<file path="config.mk">
export PLATFORM = sky130hd
export DESIGN_NAME = mul_div_unit
export DESIGN_NICKNAME = d
export VERILOG_FILES = /design/src/rtl/mdu_pkg.sv /design/src/rtl/mul_div_unit.sv
export SDC_FILE = /design/constraint.sdc
export NUM_CORES = 1
export LEC_CHECK = 0
export ABC_AREA = 1
export ABC_CLOCK_PERIOD_IN_PS = 3790
export CORE_ASPECT_RATIO = 0.6
export CORE_MARGIN = 2
export CORE_UTILIZATION = 51
export CTS_CLUSTER_SIZE = 10
export DETAILED_ROUTE_END_ITERATION = 10
export PLACE_DENSITY = 0.74
export SYNTH_ARGS = -nofsm -noshare
export SYNTH_HDL_FRONTEND = slang
export SYNTH_SLANG_ARGS = --single-unit
export TNS_END_PERCENT = 20
</file>
<file path="constraint.sdc">
create_clock -name clk -period 3.79 [get_ports clk]
set_input_delay 0.9475 -clock clk [delete_from_list [all_inputs] [get_ports clk]]
set_output_delay 0.9475 -clock clk [all_outputs]
set_load 0.05 [all_outputs]
</file>
<file path="src/rtl/mdu_pkg.sv">
// Shared types and constants for the iterative multiply/divide unit.
// Shared by both builds; MDU_SIGNED_EN only affects mul_div_unit.
package mdu_pkg;

   typedef enum logic [1:0] {
      MUL   = 2'b00,
      MULHU = 2'b01,
      DIVU  = 2'b10,
      REMU  = 2'b11
   } mdu_op_e;

   typedef enum logic [1:0] {
      IDLE = 2'b00,
      CALC = 2'b01,
      DONE = 2'b10
   } mdu_state_e;

   localparam int MDU_DASIZE = 32;

   // Quotient returned for a zero divisor; sliced down to the datapath width.
   localparam logic [63:0] DIV0_QUO = '1;

   localparam int MDU_CNT_W = $clog2(MDU_DASIZE) + 1;

   function automatic int cnt_width(input int w);
      return $clog2(w) + 1;
   endfunction

endpackage

</file>
<file path="src/rtl/mul_div_unit.sv">
// Iterative shift-add multiply / restoring divide feeding the RegFile write port.
// Define MDU_SIGNED_EN to add the 'sign' input and signed MUL/MULH/DIV/REM.
module mul_div_unit
   import mdu_pkg::*;
#(
   parameter int DASize = 32,
   parameter int ADSize = 5
) (
   input  logic              clk,
   input  logic              rst,
   input  logic              start,
   input  logic [1:0]        op,
`ifdef MDU_SIGNED_EN
   input  logic              sign,
`endif
   input  logic [DASize-1:0] OP_1,
   input  logic [DASize-1:0] OP_2,
   input  logic [ADSize-1:0] Dest_ADDR,
   output logic              busy,
   output logic              done,
   output logic [DASize-1:0] RESULT,
   output logic              Write,
   output logic [ADSize-1:0] Write_ADDR
);

   localparam int CW = cnt_width(DASize);
   localparam int W2 = 2 * DASize;

   mdu_state_e        state_q, state_d;
   mdu_op_e           op_q, op_d;
   logic [CW-1:0]     cnt_q, cnt_d;
   logic              neg_q, neg_d;
   logic [DASize-1:0] mcand_q, mcand_d;
   logic [W2-1:0]     prod_q, prod_d;
   logic [DASize-1:0] result_q, result_d;
   logic [ADSize-1:0] waddr_q, waddr_d;

   // Request decode: signed ops work on magnitudes and fix the sign at the end.
   logic              sgn_req;
   logic              a_neg, b_neg, neg_in;
   logic [DASize-1:0] a_mag, b_mag;
   mdu_op_e           op_in;
   logic              div0_in;

`ifdef MDU_SIGNED_EN
   assign sgn_req = sign;
`else
   assign sgn_req = 1'b0;
`endif

   assign op_in   = mdu_op_e'(op);
   assign a_neg   = sgn_req & OP_1[DASize-1];
   assign b_neg   = sgn_req & OP_2[DASize-1];
   assign a_mag   = a_neg ? -OP_1 : OP_1;
   assign b_mag   = b_neg ? -OP_2 : OP_2;
   assign neg_in  = (op_in == REMU) ? a_neg : (a_neg ^ b_neg);
   assign div0_in = op[1] & (OP_2 == '0);

   // One iteration of each algorithm; prod_q holds {acc, multiplier} or {rem, quo}.
   logic              is_mul;
   logic [DASize:0]   mul_sum;
   logic [W2-1:0]     mul_next, div_next, step_next;
   logic [DASize:0]   div_sh;
   logic [DASize-1:0] div_diff;
   logic              div_borrow;

   assign is_mul     = (op_q == MUL) || (op_q == MULHU);
   assign mul_sum    = {1'b0, prod_q[W2-1:DASize]} + (prod_q[0] ? {1'b0, mcand_q} : '0);
   assign mul_next   = {mul_sum, prod_q[DASize-1:1]};
   assign div_sh     = {prod_q[W2-1:DASize], prod_q[DASize-1]};
   assign div_borrow = div_sh < {1'b0, mcand_q};
   // Without a borrow the true difference is below the divisor, so the low word is exact.
   assign div_diff   = div_sh[DASize-1:0] - mcand_q;
   assign div_next   = {div_borrow ? div_sh[DASize-1:0] : div_diff,
                        prod_q[DASize-2:0], ~div_borrow};
   assign step_next  = is_mul ? mul_next : div_next;

   logic [W2-1:0]     prod_fix;
   logic [DASize-1:0] div_word, div_fix, calc_result;

   assign prod_fix    = neg_q ? -step_next : step_next;
   assign div_word    = (op_q == DIVU) ? step_next[DASize-1:0] : step_next[W2-1:DASize];
   assign div_fix     = neg_q ? -div_word : div_word;
   assign calc_result = !is_mul          ? div_fix :
                        (op_q == MULHU)  ? prod_fix[W2-1:DASize] :
                                           prod_fix[DASize-1:0];

   always_comb begin
      state_d  = state_q;
      op_d     = op_q;
      cnt_d    = cnt_q;
      neg_d    = neg_q;
      mcand_d  = mcand_q;
      prod_d   = prod_q;
      result_d = result_q;
      waddr_d  = waddr_q;
      unique case (state_q)
         IDLE: begin
            if (start) begin
               op_d    = op_in;
               neg_d   = neg_in;
               waddr_d = Dest_ADDR;
               cnt_d   = '0;
               if (!op[1]) begin
                  prod_d  = {{DASize{1'b0}}, b_mag};
                  mcand_d = a_mag;
               end else begin
                  prod_d  = {{DASize{1'b0}}, a_mag};
                  mcand_d = b_mag;
               end
               if (div0_in) begin
                  state_d  = DONE;
                  result_d = (op_in == DIVU) ? DIV0_QUO[DASize-1:0] : OP_1;
               end else begin
                  state_d = CALC;
               end
            end
         end
         CALC: begin
            prod_d = step_next;
            cnt_d  = cnt_q + CW'(1);
            if (cnt_q == CW'(DASize - 1)) begin
               state_d  = DONE;
               cnt_d    = '0;
               result_d = calc_result;
            end
         end
         DONE: begin
            state_d = IDLE;
         end
         default: begin
            state_d = IDLE;
         end
      endcase
   end

   always_ff @(posedge clk) begin
      if (rst) begin
         state_q  <= IDLE;
         op_q     <= MUL;
         cnt_q    <= '0;
         neg_q    <= 1'b0;
         mcand_q  <= '0;
         prod_q   <= '0;
         result_q <= '0;
         waddr_q  <= '0;
      end else begin
         state_q  <= state_d;
         op_q     <= op_d;
         cnt_q    <= cnt_d;
         neg_q    <= neg_d;
         mcand_q  <= mcand_d;
         prod_q   <= prod_d;
         result_q <= result_d;
         waddr_q  <= waddr_d;
      end
   end

   assign busy       = (state_q != IDLE);
   assign done       = (state_q == DONE);
   assign Write      = done;
   assign RESULT     = result_q;
   assign Write_ADDR = waddr_q;

endmodule
</file>
==> qor.json, run 1 <==
{
  "status": {
    "result_of_the_run": "completed"
  },
  "routing": {
    "drt_first_iter_violations": 1822,
    "routed_wirelength_um": 51800,
    "routed_via_density": 5.75,
    "wl_per_cell_um": 19.5,
    "route.vias.total": 15300,
    "final_antenna_net_count": 0,
    "drt_drc_violations_left": 0,
    "drt_pre_antenna_iters": 6
  },
  "synth": {
    "synthCells": 2248,
    "synthDominantCellAreaShare_pct": 23.3,
    "ys.flop_type": "sky130_fd_sc_hd__dfxtp_1",
    "synth.avg_cell_area_um2": 5.76,
    "yosysMostFrequentCell": "sky130_fd_sc_hd__nand2_1",
    "synth_area_leader_cell": "sky130_fd_sc_hd__nand2_1",
    "synth_enable_flop_cells": 0,
    "synth.cells.most_frequent": "sky130_fd_sc_hd__nand2_1, sky130_fd_sc_hd__inv_1, sky130_fd_sc_hd__a21oi_1",
    "synth.net_count": 2389,
    "synth_async_sr_flop_share_pct": 0,
    "synth.cell_area_um2": 13000,
    "ys_types": 44,
    "netlist_top_cells_area": "sky130_fd_sc_hd__nand2_1, sky130_fd_sc_hd__dfxtp_1, sky130_fd_sc_hd__inv_1",
    "yosys_warnings": 0,
    "synth_seq_cells": 143,
    "sequential_fraction_of_the_synthesis_area_pct": 22.1
  },
  "clock_tree": {
    "ctsHoldBuffers": 0,
    "cts_tree": "built",
    "cts_setup_buffers": 0,
    "cts.root.buffer_cell": "sky130_fd_sc_hd__clkbuf_16",
    "cts-buffers-inserted": 17,
    "clock_insertion_delay_worst_skew_ps": 450,
    "cts_htree_levels": 4,
    "cts_buffer_depth": 2,
    "clk_pin_slew_worst_paths_ps": 70,
    "clock_sink_count": 143,
    "cts_resized": 0
  },
  "placement": {
    "number_of_buffers_inserted_by_port_buffering": 113,
    "gp_routability_congestion": 1.05,
    "dp.final_hpwl_um": 39500,
    "worst_slack_at_placement_ps": 478
  },
  "cells_and_area": {
    "n_antenna_cell": 0,
    "area_used_by_multi_input_combinational_logic_um2": 8540,
    "area_growth_pct": 14.6,
    "layout-drive-gt1-share_pct": 7.70,
    "ff_latch_area_um2": 2860,
    "n_fill_cell": 2571,
    "final_net_count": 2452
  },
  "timing": {
    "fin_crit_ps": 3130,
    "max_slew.worst_pin.slew_ps": 1030,
    "fin_clk_skew_ps": 9.28,
    "timing.final.crit_share_pct": 82.5,
    "timing.fmax_ghz": 0.320,
    "timing.final.ws_setup_ps": 663,
    "grt_setup_unrepaired": "no",
    "final-hold-violation-count": 0,
    "fin_tns_setup_ps": 0,
    "report.final.setup_viol": 0,
    "maxSlewViolCount": 0,
    "max_slew_margin_pct": 31.0
  },
  "critical_path": {
    "critical-path-max-stage-delay_ps": 480,
    "arrival_ps": 3500,
    "critPathTopFamily": "simple AND/OR/NAND/NOR gates",
    "cp_max_fo": 38,
    "worst_path_max_delay_cell": "sky130_fd_sc_hd__clkdlybuf4s50_1",
    "crit_path_start_kind": "primary input",
    "timing.critical_path.cells": "clkdlybuf4s50_1 > inv_1 > nand3_1 > nor4_1 > buf_4 > nand4_1 > nor2_1 > nor2_1 > nand2_1 > nand2_2 > buf_4 > a21oi_1 > nand2_1 > a21oi_2",
    "timing.critical_path.buf_inv": 4,
    "critPathRequiredTime_ps": 4160,
    "cp-end-kind": "register",
    "setup.worst_path.class": "primary input to register"
  },
  "pwr": {
    "irDropWorstVdd_mv": 0.274,
    "power.density_nw_per_um2": 458,
    "leak_pwr_nw": 7.33,
    "total_power_w": 0.00680
  },
  "global_routing": {
    "grt_pass1_wl_um": 79700,
    "first_global_vias": 13900,
    "grt_remaining_overflow": 0,
    "grt_antenna_before_repair": 0,
    "grt_max_degree": 80,
    "grt_usage_pct": 38.7
  },
  "job": {
    "drv_cap": 0
  },
  "floorplan": {
    "floorplan.die_area_um2": 26700,
    "start_util_pct": 51.6,
    "core.rowCount": 45,
    "die_height_um": 127,
    "coreArea_um2": 25100,
    "chipWidth_um": 210,
    "io_pins": 114
  },
  "worst_hold_path": {
    "worstHoldPathType": "register to register"
  }
}
-- state kept, by name, summed over array words and instances (netlist names) --
signal      count
RESULT         32
Write_ADDR      5
cnt_q           6
mcand_q        32
op_q            2
prod_q         64
state_q         2
-- kinds of logic (layout without fill, tap and decap cells) --
logic type                 count (synthesis)  after routing  synth area share (%)
and+or+nand+nor                         1229           1229                  40.8
DFF                                      143            143                  22.1
xor gates and xnor gates                  15             15                  1.01
buffers and inverters                    391            467                  12.0
AOI/OAI and AO/OA                        403            403                  17.5
adders and majority gates                 67             67                  6.59
-- report_power, final --
| group | leakage [nW] | switching (W) | internal (W) |
|---|---|---|---|
| Combinational | 5.89 | 0.00220 | 0.000939 |
| Clock | 0.274 | 0.000749 | 0.00100 |
| Sequential | 1.17 | 0.000188 | 0.00173 |
| Total | 7.33 | 0.00313 | 0.00367 |
-- area by class of cell --
type / instances / area share, %
Timing Repair Buffer: 141 / 8.98
Clock inverter: 13 / 0.927
Clock buffer: 19 / 3.05
Sequential cell: 143 / 19.3
Inverter: 294 / 7.43
Tap cell: 329 / 2.77
Multi-Input combinational cell: 1714 / 57.5
-- worst reg2reg max path: stages (launching register included) --
cell and delay, ps:
sky130_fd_sc_hd__dfxtp_1 370, sky130_fd_sc_hd__inv_1 130, sky130_fd_sc_hd__ha_1 290, sky130_fd_sc_hd__fa_1 500, sky130_fd_sc_hd__inv_1 120, sky130_fd_sc_hd__nand2_1 50, sky130_fd_sc_hd__nand2_1 80, sky130_fd_sc_hd__nand3_1 60
sky130_fd_sc_hd__nand2_1 200, sky130_fd_sc_hd__nand2_1 210, sky130_fd_sc_hd__nand3_1 150, sky130_fd_sc_hd__nand2_1 60, sky130_fd_sc_hd__nand2_1 80, sky130_fd_sc_hd__nand2_1 70, sky130_fd_sc_hd__nand2_1 70, sky130_fd_sc_hd__nand2_1 80
sky130_fd_sc_hd__nand2_1 150, sky130_fd_sc_hd__nand2_1 110, sky130_fd_sc_hd__nand2_1 100, sky130_fd_sc_hd__nand2_1 50, sky130_fd_sc_hd__a21oi_1 120
-- placed cells by master (no fill, tap or decap), types with 8 or more instances in the layout --
cell type and n:
sky130_fd_sc_hd__and2_1 9, sky130_fd_sc_hd__xor2_1 12, sky130_fd_sc_hd__ha_1 65, sky130_fd_sc_hd__clkbuf_16 17, sky130_fd_sc_hd__nand4_1 20, sky130_fd_sc_hd__a21oi_1 176
sky130_fd_sc_hd__nor3_1 16, sky130_fd_sc_hd__inv_2 17, sky130_fd_sc_hd__o21ai_0 124, sky130_fd_sc_hd__nand2_1 804, sky130_fd_sc_hd__o211ai_1 25, sky130_fd_sc_hd__a31oi_1 31
sky130_fd_sc_hd__clkdlybuf4s50_1 111, sky130_fd_sc_hd__a21oi_2 24, sky130_fd_sc_hd__nand3_1 138, sky130_fd_sc_hd__nand3_2 27, sky130_fd_sc_hd__buf_4 29, sky130_fd_sc_hd__inv_1 276
sky130_fd_sc_hd__nor4_1 8, sky130_fd_sc_hd__dfxtp_1 142, sky130_fd_sc_hd__a211oi_1 9, sky130_fd_sc_hd__nor2_1 149, sky130_fd_sc_hd__nand3b_1 10, sky130_fd_sc_hd__nand2_2 32
-- metrics by stage --
step,instances,hold slack (ps),utilization (%),area [um2]
6_report,2653,467,59.1,14800
4_1_cts,2653,468,59.1,14800
2_1_floorplan,2248,447,-,13000
5_1_grt,2653,497,59.1,14800
3_5_place_dp,2621,459,56.8,14300
3_3_place_gp,2621,455,56.8,14300
-- path summary, 6_finish.rpt --
path,endpoint,from,slack [ps],cells past startpoint
setup / recovery,RESULT[15]$_SDFFE_PP0P_,OP_2[12],660,14
hold / removal,RESULT[26]$_SDFFE_PP0P_,RESULT[26]$_SDFFE_PP0P_,470,2
setup reg to reg,RESULT[24]$_SDFFE_PP0P_,prod_q[31]$_SDFFE_PP0P_,670,20
hold reg to reg,RESULT[26]$_SDFFE_PP0P_,RESULT[26]$_SDFFE_PP0P_,470,2
-- layer usage --
metal / track usage, % / share of wire (%)
met3: 11.0 / 12
met5: 0 / 0
met1: 56.6 / 46
met4: 10.3 / 2.3
met2: 55.2 / 39
No activity file was read; power rests on OpenSTA's default activity.
==> run 2: changes to the inputs <==
--- a/config.mk
+++ b/config.mk
@@ -6,13 +6,13 @@
 export NUM_CORES = 1
 export LEC_CHECK = 0
 export ABC_AREA = 1
-export ABC_CLOCK_PERIOD_IN_PS = 3790
+export ABC_CLOCK_PERIOD_IN_PS = 2760
 export CORE_ASPECT_RATIO = 0.6
 export CORE_MARGIN = 2
 export CORE_UTILIZATION = 51
 export CTS_CLUSTER_SIZE = 10
 export DETAILED_ROUTE_END_ITERATION = 10
-export PLACE_DENSITY = 0.74
+export PLACE_DENSITY = 0.77
 export SYNTH_ARGS = -nofsm -noshare
 export SYNTH_HDL_FRONTEND = slang
 export SYNTH_SLANG_ARGS = --single-unit
==> constraint.sdc (replaced) <==
create_clock -name clk -period 2.76 [get_ports clk]
set_input_delay 0.69 -clock clk [delete_from_list [all_inputs] [get_ports clk]]
set_output_delay 0.69 -clock clk [all_outputs]
set_load 0.05 [all_outputs]
==> qor.json, run 2 (synthesized netlist as in run 1, its figures left out) <==
{
  "critical_path": {
    "arrival": {"value": 3110, "unit": "ps", "change": "-390 ps"},
    "cp-end-kind": "register",
    "crit_path_start_kind": "register",
    "cp_max_fo": {"value": 18, "change": "-53%"},
    "critical_path.startpoint": "prod_q[0]$_SDFFE_PP0P_",
    "setup.worst_path.class": "register to register",
    "r2r_start": "prod_q[0]$_SDFFE_PP0P_",
    "critPathRequiredTime": {"value": 3120, "unit": "ps", "change": "-1040 ps"}
  },
  "timing": {
    "final-hold-violation-count": {"value": 0, "change": "unchanged"},
    "fin_clk_skew": {"value": 20.2, "unit": "ps", "change": "+11.0 ps"},
    "grt_setup_unrepaired": "yes",
    "fin_tns_setup": {"value": 0, "unit": "ps", "change": "unchanged"},
    "report.final.setup_viol": {"value": 0, "change": "unchanged"},
    "timing.final.crit_share_pct": 99.5,
    "max_slew.worst_pin.slew": {"value": 1190, "unit": "ps", "change": "+161 ps"},
    "timing.final.ws_setup": {"value": 14.6, "unit": "ps", "change": "-649 ps"},
    "maxSlewViolCount": {"value": 0, "change": "unchanged"},
    "fin_crit_ps": 2750,
    "timing.fmax_ghz": 0.364,
    "max_slew_margin": {"value": 20.4, "unit": "%", "change": "-11 points"}
  },
  "pwr": {
    "comb_power_share": {"value": 47.1, "unit": "%", "change": "+1.0 points"},
    "power.internal": {"value": 0.00560, "unit": "W", "change": "+52%"},
    "leak_pwr": {"value": 7.87, "unit": "nW", "change": "+7.4%"},
    "irDropWorstVdd": {"value": 0.380, "unit": "mV", "change": "+39%"},
    "p_switching": {"value": 0.00440, "unit": "W", "change": "+40%"},
    "seq_power_share": {"value": 26.8, "unit": "%", "change": "-1.4 points"},
    "power_frac_clock": {"value": 26.1, "unit": "%", "change": "+0.3 points"},
    "power.density": {"value": 616, "unit": "nW/um2", "change": "+34%"},
    "power.share.switching": {"value": 44.0, "unit": "%", "change": "-2.0 points"}
  },
  "global_routing": {
    "grt_antenna_before_repair": {"value": 0, "change": "unchanged"},
    "grt_remaining_overflow": {"value": 0, "change": "unchanged"},
    "grt_max_degree": {"value": 80, "change": "unchanged"},
    "grt_pass1_wl": {"value": 79000, "unit": "um", "change": "-0.86%"},
    "first_global_vias": {"value": 13900, "change": "-0.14%"},
    "grt_usage": {"value": 38.1, "unit": "%", "change": "-0.63 points"}
  },
  "clock_tree": {
    "cts_tree": "built",
    "cts-buffers-inserted": {"value": 17, "change": "unchanged"},
    "cts.root.buffer_cell": "sky130_fd_sc_hd__clkbuf_16",
    "ctsHoldBuffers": {"value": 0, "change": "unchanged"},
    "clk_pin_slew_worst_paths": {"value": 70, "unit": "ps", "change": "about the same"},
    "clock_insertion_delay_worst_skew": {"value": 450, "unit": "ps", "change": "about the same"},
    "cts_htree_levels": {"value": 4, "change": "unchanged"},
    "clock_sink_count": {"value": 143, "change": "unchanged"},
    "cts_buffer_depth": {"value": 2, "change": "unchanged"}
  },
  "worst_hold_path": {
    "worstHoldPathType": "register to register",
    "min_from": "RESULT[28]$_SDFFE_PP0P_"
  },
  "routing": {
    "route.vias.total": {"value": 15700, "change": "+3.0%"},
    "drt_drc_violations_left": {"value": 0, "change": "unchanged"},
    "wl_per_cell": {"value": 19.1, "unit": "um", "change": "-2.2%"},
    "routed_wirelength": {"value": 52100, "unit": "um", "change": "+0.67%"},
    "drt_first_iter_violations": {"value": 2368, "change": "+30%"},
    "final_antenna_net_count": {"value": 0, "change": "unchanged"},
    "drt_pre_antenna_iters": {"value": 6, "change": "unchanged"},
    "routed_via_density": {"value": 5.76, "change": "about the same"}
  },
  "status": {
    "result_of_the_run": "completed"
  },
  "floorplan": {
    "core.rowCount": {"value": 45, "change": "unchanged"},
    "coreArea": {"value": 25100, "unit": "um2", "change": "unchanged"},
    "die_height": {"value": 127, "unit": "um", "change": "unchanged"},
    "chipWidth": {"value": 210, "unit": "um", "change": "unchanged"},
    "start_util": {"value": 51.6, "unit": "%", "change": "unchanged"},
    "io_pins": {"value": 114, "change": "unchanged"},
    "floorplan.die_area": {"value": 26700, "unit": "um2", "change": "unchanged"}
  },
  "placement": {
    "worst_slack_at_placement": {"value": -172, "unit": "ps", "change": "-650 ps"},
    "gp_routability_congestion": {"value": 1.08, "change": "+3.0%"},
    "place.detailed.instances": {"value": 2694, "change": "+2.8%"},
    "dp.final_hpwl": {"value": 39100, "unit": "um", "change": "-1.0%"},
    "number_of_buffers_inserted_by_port_buffering": {"value": 113, "change": "unchanged"},
    "dpl-instance-area": {"value": 14900, "unit": "um2", "change": "+4.8%"}
  },
  "cells_and_area": {
    "most_common_library_cell_in_the_layout_ignoring_fill_and_taps": "sky130_fd_sc_hd__nand2_1",
    "largest_register_ffs": {"value": 64, "change": "unchanged"},
    "final_net_count": {"value": 2531, "change": "+3.2%"},
    "area_growth_pct": 25.3,
    "n_antenna_cell": {"value": 0, "change": "unchanged"},
    "layout-drive-gt1-share": {"value": 16.7, "unit": "%", "change": "+9.0 points"},
    "layout.cells.most_common_list": "sky130_fd_sc_hd__nand2_1, sky130_fd_sc_hd__inv_1, sky130_fd_sc_hd__a21oi_1",
    "filler_free_cell_count_of_the_finished_design": {"value": 2731, "change": "+2.9%"},
    "max_flop_register": "prod_q",
    "post_route_cell_area": {"value": 16200, "unit": "um2", "change": "+9.4%"}
  },
  "job": {
    "drv_cap": {"value": 0, "change": "unchanged"}
  }
}
## run 2: cell count changes in the layout (fill, tap and decap cells not counted), sizes merged
cell	delta
bufinv	+3
clkinvlp	-5
buf	+78
inv	+2
## run 2: timing repair
action | in CTS | in global routing
pin swaps | 0 | 14
gates cloned | 0 | 1
buffers inserted | 0 | 5
endpoints found under the hold margin | 0 | 0
endpoints found under the setup margin | 3 | 58
gates resized for setup | 2 | 173
## run 2: path summary, 6_finish.rpt
check | slack [ps] | end | depth (start not counted)
worst min register to register | 460 | RESULT[28]$_SDFFE_PP0P_ | 2
worst min-delay path | 460 | RESULT[28]$_SDFFE_PP0P_ | 2
worst max register to register | 10 | RESULT[31]$_SDFFE_PP0P_ | 19
worst max-delay path | 10 | RESULT[31]$_SDFFE_PP0P_ | 19
## run 2: metrics by stage
step,hold slack [ps],power [W],utilization [%]
after floorplan,447,0.00551,-
after global placement,453,0.00701,59.5
after detailed placement,457,0.00706,59.5
after CTS,466,0.00966,62.0
after global routing,492,0.0105,64.7
final,465,0.00999,64.7
## run 2: power by group through the flow
stage,Sequential (W),Clock [W],Combinational [W]
final,0.00268,0.00261,0.00471
after global routing,0.00270,0.00270,0.00510
after CTS,0.00265,0.00260,0.00441
after detailed placement,0.00268,0,0.00438
after global placement,0.00268,0,0.00433
after floorplan,0.00285,0,0.00266
## run 2: worst max-delay path: stages (launching register included)
cell and delay [ps]:
sky130_fd_sc_hd__dfxtp_2 340, sky130_fd_sc_hd__buf_12 160, sky130_fd_sc_hd__buf_12 150, sky130_fd_sc_hd__nand2_1 60, sky130_fd_sc_hd__inv_1 40, sky130_fd_sc_hd__ha_1 340
sky130_fd_sc_hd__nand2_1 180, sky130_fd_sc_hd__inv_1 130, sky130_fd_sc_hd__nand3_1 130, sky130_fd_sc_hd__nor3_2 260, sky130_fd_sc_hd__nand3_1 170, sky130_fd_sc_hd__nand2_1 100
sky130_fd_sc_hd__nand2_1 50, sky130_fd_sc_hd__nand2_1 60, sky130_fd_sc_hd__inv_1 40, sky130_fd_sc_hd__nand2_1 110, sky130_fd_sc_hd__nand2_1 70, sky130_fd_sc_hd__nand2_1 90
sky130_fd_sc_hd__nand2_1 60, sky130_fd_sc_hd__a21oi_2 110
## run 2: cell type report
type / instances / area [um2]
multi-input cells: 1714 / 9090
fillers: 2352 / 8880
flip-flops and latches: 143 / 2900
repair buffers: 220 / 2090
inverters: 294 / 1100
clock buffers: 18 / 429
well taps: 329 / 412
clock inverters: 13 / 208
## run 2: layer usage
metal	global-route usage (%)	part of all wire, %	vias up
li1	-	-	7519
met1	58.0	46	7201
met2	52.4	39	922
met3	9.66	12	76
met4	9.80	2.1	0
met5	0	0	-
==> run 3: changes to the inputs <==
--- a/config.mk
+++ b/config.mk
@@ -6,13 +6,13 @@
 export NUM_CORES = 1
 export LEC_CHECK = 0
 export ABC_AREA = 1
-export ABC_CLOCK_PERIOD_IN_PS = 2760
+export ABC_CLOCK_PERIOD_IN_PS = 3100
 export CORE_ASPECT_RATIO = 0.6
 export CORE_MARGIN = 2
 export CORE_UTILIZATION = 51
 export CTS_CLUSTER_SIZE = 10
 export DETAILED_ROUTE_END_ITERATION = 10
-export PLACE_DENSITY = 0.77
+export PLACE_DENSITY = 0.74
 export SYNTH_ARGS = -nofsm -noshare
 export SYNTH_HDL_FRONTEND = slang
 export SYNTH_SLANG_ARGS = --single-unit
==> constraint.sdc (replaced) <==
create_clock -name clk -period 3.1 [get_ports clk]
set_input_delay 0.775 -clock clk [delete_from_list [all_inputs] [get_ports clk]]
set_output_delay 0.775 -clock clk [all_outputs]
set_load 0.05 [all_outputs]
==> qor.json, run 3 (synthesized netlist as in run 1, its figures left out) <==
{
  "worst_hold_path": {
    "holdPathStages": {"value": 2, "change": "unchanged"},
    "hold-path-endpoint": "RESULT[3]$_SDFFE_PP0P_",
    "min_from": "RESULT[3]$_SDFFE_PP0P_",
    "worstHoldPathType": "register to register"
  },
  "timing": {
    "fin_tns_setup": {"value": 0, "unit": "ps", "change": "unchanged"},
    "grt_setup_unrepaired": "no",
    "final.hold.worst_slack": {"value": 470, "unit": "ps", "change": "+5.19 ps"},
    "timing.fmax": {"value": 0.348, "unit": "GHz", "change": "-4.6%"},
    "report.final.setup_viol": {"value": 0, "change": "unchanged"},
    "max_slew.worst_pin.slew": {"value": 1000, "unit": "ps", "change": "-192 ps"},
    "max_slew_margin": {"value": 33.2, "unit": "%", "change": "+13 points"},
    "fin_clk_skew": {"value": 15.8, "unit": "ps", "change": "-4.47 ps"},
    "timing.final.ws_setup": {"value": 223, "unit": "ps", "change": "+208 ps"},
    "maxSlewViolCount": {"value": 0, "change": "unchanged"},
    "final-hold-violation-count": {"value": 0, "change": "unchanged"},
    "fin_crit": {"value": 2880, "unit": "ps", "change": "+132 ps"},
    "timing.final.crit_share": {"value": 92.8, "unit": "%", "change": "-6.7 points"}
  },
  "critical_path": {
    "cp_max_fo": {"value": 6, "change": "-12"},
    "ff2ff_path_depth": {"value": 18, "change": "-1"},
    "cp-end-kind": "register",
    "regToRegEndpoint": "RESULT[31]$_SDFFE_PP0P_",
    "arrival": {"value": 3250, "unit": "ps", "change": "+140 ps"},
    "r2r_start": "prod_q[32]$_SDFFE_PP0P_",
    "timing.reg2reg.setup_slack": {"value": 220, "unit": "ps", "change": "+210 ps"},
    "crit_path_start_kind": "register",
    "critPathRequiredTime": {"value": 3470, "unit": "ps", "change": "+350 ps"},
    "setup.worst_path.class": "register to register"
  },
  "global_routing": {
    "first_global_vias": {"value": 13600, "change": "-1.6%"},
    "grt_pass1_wl": {"value": 77300, "unit": "um", "change": "-2.1%"},
    "grt_max_degree": {"value": 80, "change": "unchanged"},
    "grt_usage": {"value": 37.3, "unit": "%", "change": "-0.81 points"},
    "grt_antenna_before_repair": {"value": 0, "change": "unchanged"},
    "grt_remaining_overflow": {"value": 0, "change": "unchanged"}
  },
  "routing": {
    "route.vias.total": {"value": 15200, "change": "-3.4%"},
    "drt_first_iter_violations": {"value": 1815, "change": "-23%"},
    "drt_drc_violations_left": {"value": 0, "change": "unchanged"},
    "drt_pre_antenna_iters": {"value": 7, "change": "+1"},
    "final_antenna_net_count": {"value": 0, "change": "unchanged"},
    "routed_via_density": {"value": 5.71, "change": "-0.74%"},
    "routed_wirelength": {"value": 49700, "unit": "um", "change": "-4.6%"},
    "wl_per_cell": {"value": 18.7, "unit": "um", "change": "-2.0%"}
  },
  "floorplan": {
    "core.rowCount": {"value": 45, "change": "unchanged"},
    "die_height": {"value": 127, "unit": "um", "change": "unchanged"},
    "io_pins": {"value": 114, "change": "unchanged"},
    "coreArea": {"value": 25100, "unit": "um2", "change": "unchanged"},
    "start_util": {"value": 51.6, "unit": "%", "change": "unchanged"},
    "floorplan.die_area": {"value": 26700, "unit": "um2", "change": "unchanged"},
    "chipWidth": {"value": 210, "unit": "um", "change": "unchanged"}
  },
  "cells_and_area": {
    "layout.cells.most_common_list": "sky130_fd_sc_hd__nand2_1, sky130_fd_sc_hd__inv_1, sky130_fd_sc_hd__a21oi_1",
    "most_common_library_cell_in_the_layout_ignoring_fill_and_taps": "sky130_fd_sc_hd__nand2_1",
    "n_fill_cell": {"value": 2586, "change": "+9.9%"},
    "final_net_count": {"value": 2458, "change": "-2.9%"},
    "area_growth_pct": 15.8,
    "max_flop_register": "prod_q",
    "largest_register_ffs": {"value": 64, "change": "unchanged"},
    "layout.core_utilization": {"value": 59.7, "unit": "%", "change": "-4.9 points"},
    "layout-drive-gt1-share": {"value": 8.03, "unit": "%", "change": "-8.6 points"},
    "n_antenna_cell": {"value": 0, "change": "unchanged"}
  },
  "pwr": {
    "irDropWorstVdd": {"value": 0.308, "unit": "mV", "change": "-19%"},
    "p_switching": {"value": 0.00382, "unit": "W", "change": "-13%"},
    "power.share.switching": {"value": 45.7, "unit": "%", "change": "+1.7 points"},
    "power.internal": {"value": 0.00453, "unit": "W", "change": "-19%"},
    "seq_power_share": {"value": 28.2, "unit": "%", "change": "+1.4 points"},
    "power.density": {"value": 557, "unit": "nW/um2", "change": "-9.6%"},
    "comb_power_share": {"value": 46.1, "unit": "%", "change": "-1.0 points"},
    "total_power": {"value": 0.00835, "unit": "W", "change": "-16%"},
    "power_frac_clock": {"value": 25.7, "unit": "%", "change": "-0.4 points"},
    "leak_pwr": {"value": 7.40, "unit": "nW", "change": "-6.0%"}
  },
  "clock_tree": {
    "clock_sink_count": {"value": 143, "change": "unchanged"},
    "cts_htree_levels": {"value": 4, "change": "unchanged"},
    "cts_tree": "built",
    "cts_setup_buffers": {"value": 0, "change": "unchanged"},
    "clk_pin_slew_worst_paths": {"value": 70, "unit": "ps", "change": "about the same"},
    "clock_insertion_delay_worst_skew": {"value": 450, "unit": "ps", "change": "about the same"},
    "ctsHoldBuffers": {"value": 0, "change": "unchanged"},
    "cts.root.buffer_cell": "sky130_fd_sc_hd__clkbuf_16",
    "cts_buffer_depth": {"value": 2, "change": "unchanged"},
    "cts-buffers-inserted": {"value": 17, "change": "unchanged"},
    "cts_resized": {"value": 0, "change": "-2"}
  },
  "placement": {
    "gp_routability_congestion": {"value": 1.02, "change": "-5.7%"},
    "number_of_buffers_inserted_by_port_buffering": {"value": 113, "change": "unchanged"},
    "worst_slack_at_placement": {"value": -65.0, "unit": "ps", "change": "+107 ps"},
    "dp.final_hpwl": {"value": 38200, "unit": "um", "change": "-2.2%"}
  },
  "status": {
    "result_of_the_run": "completed"
  },
  "job": {
    "drv_cap": {"value": 0, "change": "unchanged"}
  }
}
[run 3: worst max-delay path: stages (launching register included)]
cell                      delay (ps)
sky130_fd_sc_hd__dfxtp_1         510
sky130_fd_sc_hd__ha_1            330
sky130_fd_sc_hd__fa_1            300
sky130_fd_sc_hd__nand3_1          90
sky130_fd_sc_hd__nand2_1         180
sky130_fd_sc_hd__nand2_1          80
sky130_fd_sc_hd__nand2_1         230
sky130_fd_sc_hd__nand2_1          80
sky130_fd_sc_hd__nand2_1         140
sky130_fd_sc_hd__nand3_1          90
sky130_fd_sc_hd__nand2_1          80
sky130_fd_sc_hd__nand2_1          70
sky130_fd_sc_hd__nand2_1         100
sky130_fd_sc_hd__inv_1            40
sky130_fd_sc_hd__nand2_1         130
sky130_fd_sc_hd__nand2_1          80
sky130_fd_sc_hd__nand2_1          90
sky130_fd_sc_hd__nand2_1          70
sky130_fd_sc_hd__a21oi_2         110
[run 3: through the flow]
step | cell area (um2) | std cells
3_5_place_dp | 14400 | 2627
5_1_grt | 15000 | 2659
2_1_floorplan | 13000 | 2248
3_3_place_gp | 14400 | 2627
4_1_cts | 15000 | 2659
6_report | 15000 | 2659
[run 3: final cells by class]
type	instances	area [um2]	share of cell area (%)
clock inverter	15	176	1.18
sequential	143	2860	19.1
inverter	294	1100	7.36
clock buffer	17	425	2.84
tap	329	412	2.75
multi-input combinational	1714	8550	57.0
timing repair buffer	147	1470	9.78
[run 3: per-layer routing]
metal  GRT usage (%)  share of wire [%]
met1            55.9                 46
met2            52.7                 39
met3            9.73                 13
met4            8.43                1.8
met5               0                  0
[run 3: worst max-delay path by stage]
stage | from | endpoint | slack, ps | cells past startpoint
2_1_floorplan | prod_q[0]$_SDFFE_PP0P_ | RESULT[10]$_SDFFE_PP0P_ | 620 | 18
3_3_place_gp | OP_2[9] | RESULT[27]$_SDFFE_PP0P_ | 80 | 14
3_5_place_dp | OP_2[12] | RESULT[21]$_SDFFE_PP0P_ | -60 | 14
4_1_cts | prod_q[0]$_SDFFE_PP0P_ | RESULT[14]$_SDFFE_PP0P_ | 270 | 16
5_1_grt | prod_q[0]$_SDFFE_PP0P_ | RESULT[29]$_SDFFE_PP0P_ | 4 | 19
6_report | prod_q[32]$_SDFFE_PP0P_ | RESULT[31]$_SDFFE_PP0P_ | 220 | 18
[run 3: power groups by stage]
stage	Sequential (W)	Clock, W	Combinational [W]
6_report	0.00235	0.00215	0.00385
3_3_place_gp	0.00238	0	0.00369
5_1_grt	0.00238	0.00223	0.00420
4_1_cts	0.00235	0.00215	0.00375
2_1_floorplan	0.00254	0	0.00237
3_5_place_dp	0.00239	0	0.00373
